## config.mk

```make
export PLATFORM = sky130hd
export DESIGN_NAME = dep_share_feeder
export DESIGN_NICKNAME = d
export VERILOG_FILES = /design/src/rtl/dom_ssaes_pkg.sv /design/src/rtl/lfsr16.sv /design/src/rtl/dep_share_feeder.sv
export SDC_FILE = /design/constraint.sdc
export NUM_CORES = 1
export LEC_CHECK = 0
export ABC_AREA = 1
export CAP_MARGIN = 15
export CORE_MARGIN = 5
export CORE_UTILIZATION = 50
export DETAILED_ROUTE_END_ITERATION = 7
export PLACE_DENSITY = 0.79
export SYNTH_ARGS = -nofsm -noshare
export SYNTH_HDL_FRONTEND = slang
export SYNTH_SLANG_ARGS = --single-unit
```

## constraint.sdc

```tcl
create_clock -name clk -period 1.4 [get_ports clk]
set_input_delay 0.21 -clock clk [delete_from_list [all_inputs] [get_ports clk]]
set_output_delay 0.21 -clock clk [all_outputs]
set_load 0.05 [all_outputs]
```

## src/rtl/dom_ssaes_pkg.sv

```systemverilog
`default_nettype none
// ============================================================================
// Module      : dom_ssaes_pkg
// Description : Shared constants and types for the DOM masking front end:
//               share width, LFSR taps and default seed, randomness-pool
//               bit-field offsets and the feeder FSM state encoding.
// Revision    : 1.0 - initial release
// ============================================================================
package dom_ssaes_pkg;

    localparam int SHARE_W = 2;
    localparam int LFSR_W  = 16;

    // Fibonacci taps for x^16 + x^14 + x^13 + x^11 + 1 (left-shift form)
    localparam int LFSR_TAP_0 = 15;
    localparam int LFSR_TAP_1 = 13;
    localparam int LFSR_TAP_2 = 12;
    localparam int LFSR_TAP_3 = 10;

    localparam logic [15:0] SEED_DEFAULT = 16'hACE1;

    // Where each share field sits inside the 10-bit randomness pool
    localparam int POOL_AX_LSB = 0;
    localparam int POOL_AY_LSB = 2;
    localparam int POOL_BX_LSB = 4;
    localparam int POOL_BY_LSB = 6;
    localparam int POOL_Z_LSB  = 8;

    typedef enum logic [0:0] {
        FILL  = 1'b0,
        ARMED = 1'b1
    } state_t;

endpackage
`default_nettype wire

```

## src/rtl/lfsr16.sv

```systemverilog
`default_nettype none
// ============================================================================
// Module      : lfsr16
// Description : 16-bit Fibonacci LFSR, left shift, serial output on bit 15.
//               A zero seed would lock the register, so it is replaced by
//               SEED_DEFAULT on load.
// Ports       : clk, rst       - clock, synchronous active-high reset
//               en             - advance one step
//               load, seed     - load new state (priority over en)
//               bit_out        - current MSB (the bit consumed this cycle)
// Revision    : 1.0 - initial release
// ============================================================================
module lfsr16 #(
    parameter logic [15:0] SEED_DEFAULT = dom_ssaes_pkg::SEED_DEFAULT
) (
    input  logic        clk,
    input  logic        rst,
    input  logic        en,
    input  logic        load,
    input  logic [15:0] seed,
    output logic        bit_out
);
    import dom_ssaes_pkg::*;

    logic [LFSR_W-1:0] r_state;
    logic              w_fb;

    assign w_fb = r_state[LFSR_TAP_0] ^ r_state[LFSR_TAP_1]
                ^ r_state[LFSR_TAP_2] ^ r_state[LFSR_TAP_3];

    always_ff @(posedge clk) begin
        if (rst) begin
            r_state <= SEED_DEFAULT;
        end else if (load) begin
            r_state <= (seed == 16'h0000) ? SEED_DEFAULT : seed;
        end else if (en) begin
            r_state <= {r_state[LFSR_W-2:0], w_fb};
        end
    end

    assign bit_out = r_state[LFSR_W-1];

endmodule
`default_nettype wire

```

## src/rtl/dep_share_feeder.sv

```systemverilog
`default_nettype none
// ============================================================================
// Module      : dep_share_feeder
// Description : Splits an unmasked GF(2^2) operand pair into three Boolean
//               shares each and supplies the fresh 2-bit randomness Z for
//               DepMultiplier. Ten fresh LFSR bits are collected per
//               transaction (FILL), then the stage waits for an operand pair
//               (ARMED) and holds the bundle until the consumer takes it.
// Ports       : clk, rst                 - clock, synchronous active-high reset
//               seed_load, seed          - reseed the LFSR, restart FILL
//               in_valid/in_ready        - operand handshake, a_in/b_in
//               out_valid/out_ready      - bundle handshake
//               Ax,Ay,Az,Bx,By,Bz,Z      - registered share bundle
// Revision    : 1.0 - initial release
// ============================================================================
module dep_share_feeder #(
    parameter logic [15:0] SEED_DEFAULT = dom_ssaes_pkg::SEED_DEFAULT,
    parameter int          RAND_BITS    = 10
) (
    input  logic                               clk,
    input  logic                               rst,
    input  logic                               seed_load,
    input  logic [15:0]                        seed,
    input  logic                               in_valid,
    output logic                               in_ready,
    input  logic [dom_ssaes_pkg::SHARE_W-1:0]  a_in,
    input  logic [dom_ssaes_pkg::SHARE_W-1:0]  b_in,
    output logic                               out_valid,
    input  logic                               out_ready,
    output logic [dom_ssaes_pkg::SHARE_W-1:0]  Ax,
    output logic [dom_ssaes_pkg::SHARE_W-1:0]  Ay,
    output logic [dom_ssaes_pkg::SHARE_W-1:0]  Az,
    output logic [dom_ssaes_pkg::SHARE_W-1:0]  Bx,
    output logic [dom_ssaes_pkg::SHARE_W-1:0]  By,
    output logic [dom_ssaes_pkg::SHARE_W-1:0]  Bz,
    output logic [dom_ssaes_pkg::SHARE_W-1:0]  Z
);
    import dom_ssaes_pkg::*;

    localparam logic [3:0] C_CNT_LAST = 4'(RAND_BITS - 1);

    state_t                 r_state;
    state_t                 w_state_nxt;
    logic [RAND_BITS-1:0]   r_pool;
    logic [3:0]             r_cnt;
    logic                   w_fill;
    logic                   w_accept;
    logic                   w_lfsr_bit;

    logic [SHARE_W-1:0]     w_ax;
    logic [SHARE_W-1:0]     w_ay;
    logic [SHARE_W-1:0]     w_bx;
    logic [SHARE_W-1:0]     w_by;
    logic [SHARE_W-1:0]     w_z;

    lfsr16 #(
        .SEED_DEFAULT (SEED_DEFAULT)
    ) u_lfsr (
        .clk     (clk),
        .rst     (rst),
        .en      (w_fill),
        .load    (seed_load),
        .seed    (seed),
        .bit_out (w_lfsr_bit)
    );

    // ------------------------------------------------------------------
    // FSM: state register
    // ------------------------------------------------------------------
    always_ff @(posedge clk) begin
        if (rst) begin
            r_state <= FILL;
        end else begin
            r_state <= w_state_nxt;
        end
    end

    // ------------------------------------------------------------------
    // FSM: next state and handshake decode. A reseed overrides everything,
    // including a transaction offered in the same cycle.
    // ------------------------------------------------------------------
    always_comb begin
        w_state_nxt = r_state;
        w_fill      = 1'b0;
        w_accept    = 1'b0;
        in_ready    = 1'b0;
        if (seed_load) begin
            w_state_nxt = FILL;
        end else begin
            case (r_state)
                FILL: begin
                    w_fill = 1'b1;
                    if (r_cnt == C_CNT_LAST) begin
                        w_state_nxt = ARMED;
                    end
                end
                ARMED: begin
                    // Slot is free, or is being drained this very cycle
                    in_ready = !out_valid || out_ready;
                    w_accept = in_valid && in_ready;
                    if (w_accept) begin
                        w_state_nxt = FILL;
                    end
                end
                default: begin
                    w_state_nxt = FILL;
                end
            endcase
        end
    end

    // ------------------------------------------------------------------
    // Randomness pool: newest bit enters at bit 0, so the first bit drawn
    // after a refill ends up in the MSB.
    // ------------------------------------------------------------------
    always_ff @(posedge clk) begin
        if (rst) begin
            r_pool <= '0;
            r_cnt  <= 4'd0;
        end else if (seed_load) begin
            r_pool <= '0;
            r_cnt  <= 4'd0;
        end else if (w_fill) begin
            r_pool <= {r_pool[RAND_BITS-2:0], w_lfsr_bit};
            r_cnt  <= r_cnt + 4'd1;
        end else if (w_accept) begin
            r_cnt  <= 4'd0;
        end
    end

    assign w_ax = r_pool[POOL_AX_LSB +: SHARE_W];
    assign w_ay = r_pool[POOL_AY_LSB +: SHARE_W];
    assign w_bx = r_pool[POOL_BX_LSB +: SHARE_W];
    assign w_by = r_pool[POOL_BY_LSB +: SHARE_W];
    assign w_z  = r_pool[POOL_Z_LSB  +: SHARE_W];

    // ------------------------------------------------------------------
    // Output slot: only shares are registered, never the plain operands.
    // Seed loads leave the slot alone.
    // ------------------------------------------------------------------
    always_ff @(posedge clk) begin
        if (rst) begin
            out_valid <= 1'b0;
            Ax        <= '0;
            Ay        <= '0;
            Az        <= '0;
            Bx        <= '0;
            By        <= '0;
            Bz        <= '0;
            Z         <= '0;
        end else if (w_accept) begin
            out_valid <= 1'b1;
            Ax        <= w_ax;
            Ay        <= w_ay;
            Az        <= a_in ^ w_ax ^ w_ay;
            Bx        <= w_bx;
            By        <= w_by;
            Bz        <= b_in ^ w_bx ^ w_by;
            Z         <= w_z;
        end else if (out_ready) begin
            out_valid <= 1'b0;
        end
    end

endmodule
`default_nettype wire

```

==> summary.txt <==
Status
  – Status: finished clean

Worst setup path
  – Cell family with most CP delay: buffers and inverters
  – Slowest cell on the critical path: clkdlybuf4s50_1
  – Crit path from: out_ready
  – Max incr delay on CP: around 0.46 ns
  – Startpoint types: input port
  – Crit path buf inv count: 4
  – Worst-path maximum fanout: 2
  – RR Startpoint: r_state$_SDFF_PP0_
  – Endpoint class of the critical path: output port
  – CP required: approximately 1.2 ns
  – Crit path DAT: ~1.1 ns
  – Setup CP Type: input port to output port
  – CP Cell Sequence: clkdlybuf4s50_1 -> inv_1 -> buf_4 -> a21oi_4 -> buf_12

Routing
  – Avg Vias per Cell: ~5.1
  – Post-Route WL: 5664 um
  – Vias: 2138
  – DRC: 0
  – DR WL/cell: 13.39 um
  – Antenna-violating nets left: 0
  – Drt first pass iters: 4
  – Iteration-0 DRC Markers: between 150 and 200

Place
  – Placed Cells incl. Taps: around 410
  – GPL Wtd Cong: between 0.9 and 1
  – Port buffer count: 40
  – DP Wirelength: 4138 um

Synth
  – Avg Inst Size Synth: between 6 and 7 um^2
  – Cell area after synthesis: about 2100 um^2
  – Cell count after synthesis: approximately 310
  – Yosys cell types: 21
  – Syn Nets: 332
  – Yosys reg bits: 46
  – Sequential share of the synthesized area: 0.4418
  – YS warnings: 0

STA
  – Final-report hold violation count: 0
  – Worst slew pin tran: approximately 0.29 ns
  – Clock Skews: 0.009894 ns
  – # setup viols final: 0
  – RSZ-0062 raised after global routing: false
  – Worst slew margin: 0.8081
  – FMAX: between 700 and 800 MHz
  – Fin crit share: 0.9645
  – Slew Limit Fails: 0
  – Period minus WS final: about 1.4 ns

Clock tree
  – CTS max path bufs: 2
  – TritonCTS clock tree: done
  – Clock root cell: clkbuf_8
  – Clk pin slew, worst setup/hold paths: 0.09 ns
  – CTS buffer count: 5
  – Clk sinks: 46
  – Clk_lat worst skew: ~0.31 ns
  – CTS H-tree lvls: 2
  – Hold_buf cts: 0

Finish
  – Most frequent cells in the layout: nand2_1, dfxtp_1, inv_1
  – Area Growth Syn to Fin: 44.00%
  – Share of cells above drive strength 1: 0.1769
  – Final std cells w/o fill: ~420
  – Ant diodes: 0
  – Commonest non-fill, non-tap cell in the layout: nand2_1
  – Final net count: ~400
  – Fin util: 0.7450

Global route
  – Number of global-route vias before repair: 2058
  – Largest net degree at the start of global routing: 21
  – First-pass GRT wire length: approximately 9200 um
  – Gr usage total: 0.2182
  – Initial antenna violation count: 0
  – Remaining Overflow, GRT: 0

Worst hold path
  – Worst hold path class: input port to flip-flop
  – HP Start: seed_load

Floorplan
  – DIE AREA: 5560 um^2
  – Cell Rows: 23
  – Initial core utilization: 0.5174
  – Die Span Y: 74.57 um
  – Core area: 4029 um^2
  – Io pins: 41
  – Die X-Extent: 74.57 um

Power
  – Worst vdd ir: about 1.1 mV
  – Leak: between 0.001 and 0.0015 uW
  – Power Dens Cells: approximately 850 nW/um^2

Job
  – Max-capacitance violation count: 0
-- layout make-up --
cell class              count  area, um^2
repair buffers             72       812.0
clock inverters             1       5.005
multi-input cells         205       955.9
fillers                   326        1027
inverters                  42       157.7
clock buffers               7       86.33
well taps                  50       62.56
flip-flops and latches     46       922.1
-- per-stage QoR --
step                      TNS [ns]  area, um^2  worst slack (ns)  total power [uW]  hold WS, ns
after floorplan                  0        2088           0.02789              1573       0.3215
after global placement      -2.851        2890           -0.1265              1728       0.4474
after detailed placement    -4.720        2890           -0.2061              1741       0.4517
after CTS                        0        2989          0.004880              2574       0.4527
after global routing             0        3002           0.01294              2671       0.4941
final                            0        3002           0.04963              2561       0.4640
-- flip-flops by register name, indices dropped and copies added (netlist names) --
name / flops
Ay: 2
out_valid: 1
r_state: 1
Z: 2
r_pool: 10
u_lfsr.r_state: 16
Bx: 2
Az: 2
Bz: 2
By: 2
r_cnt: 4
Ax: 2
-- synth_stat cells --
cell type | n | area share
nor2_4 | 1 | 0.0054
or2_2 | 1 | 0.0030
a31o_2 | 1 | 0.0042
nor2_1 | 21 | 0.038
buf_2 | 5 | 0.012
nor2_2 | 1 | 0.0030
inv_2 | 2 | 0.0036
clkbuf_1 | 4 | 0.0072
xnor2_1 | 4 | 0.017
a21oi_1 | 37 | 0.089
o211ai_1 | 4 | 0.014
o21ai_1 | 9 | 0.022
ha_1 | 2 | 0.012
dfxtp_1 | 46 | 0.44
nand3_2 | 1 | 0.0048
inv_1 | 40 | 0.072
nand2_1 | 94 | 0.17
o21ai_0 | 16 | 0.038
nand3_1 | 13 | 0.031
buf_1 | 1 | 0.0018
buf_6 | 2 | 0.011
-- cell families (layout without fill, tap and decap cells) --
logic type	count (synthesis)	count (layout)	share of synthesized area
XOR/XNOR	4	4	0.01680
AND/OR/NAND/NOR	132	132	0.2545
AO/OA/AOI/OAI	67	67	0.1675
adder cells (fa/ha/maj)	2	2	0.01200
buffers and inverters	54	122	0.1074
flip-flops	46	46	0.4418
-- what timing repair did --
item	in CTS	in global routing
buffers inserted	1	0
gates resized for setup	2	3
pin swaps	0	1
setup endpoints to repair	1	2
-- per-layer routing --
layer	up-vias	part of all wire	track usage
met4	0	0.020	0.07115
li1	1089	-	-
met2	62	0.51	0.3941
met5	-	0	0
met3	12	0.054	0.05946
met1	975	0.41	0.2475
-- power by group --
part / total, uW / internal [uW] / switching [uW]
sequential: 1390 / 1350 / 31.6
combinational: 328 / 168 / 160
clock: 847 / 399 / 448
total: 2560 / 1920 / 640
-- final timing paths --
kind	endpoint	slack, ns	cells after the start
max	in_ready	0.05	5
min	u_lfsr.r_state[13]$_SDFFE_PP1P_	0.46	3
max reg2reg	r_cnt[2]$_SDFFE_PP0P_	0.11	7
min reg2reg	Z[1]$_SDFFE_PP0P_	0.47	2
-- worst reg2reg max path, delay by kind of cell (launching register included) --
kind                   cells  cell delay [ns]
buffers and inverters      2             0.31
flip-flops                 1             0.33
AND/OR/NAND/NOR            3             0.29
AO/OA/AOI/OAI              2             0.32
No activity file was read; power rests on OpenSTA's default activity.
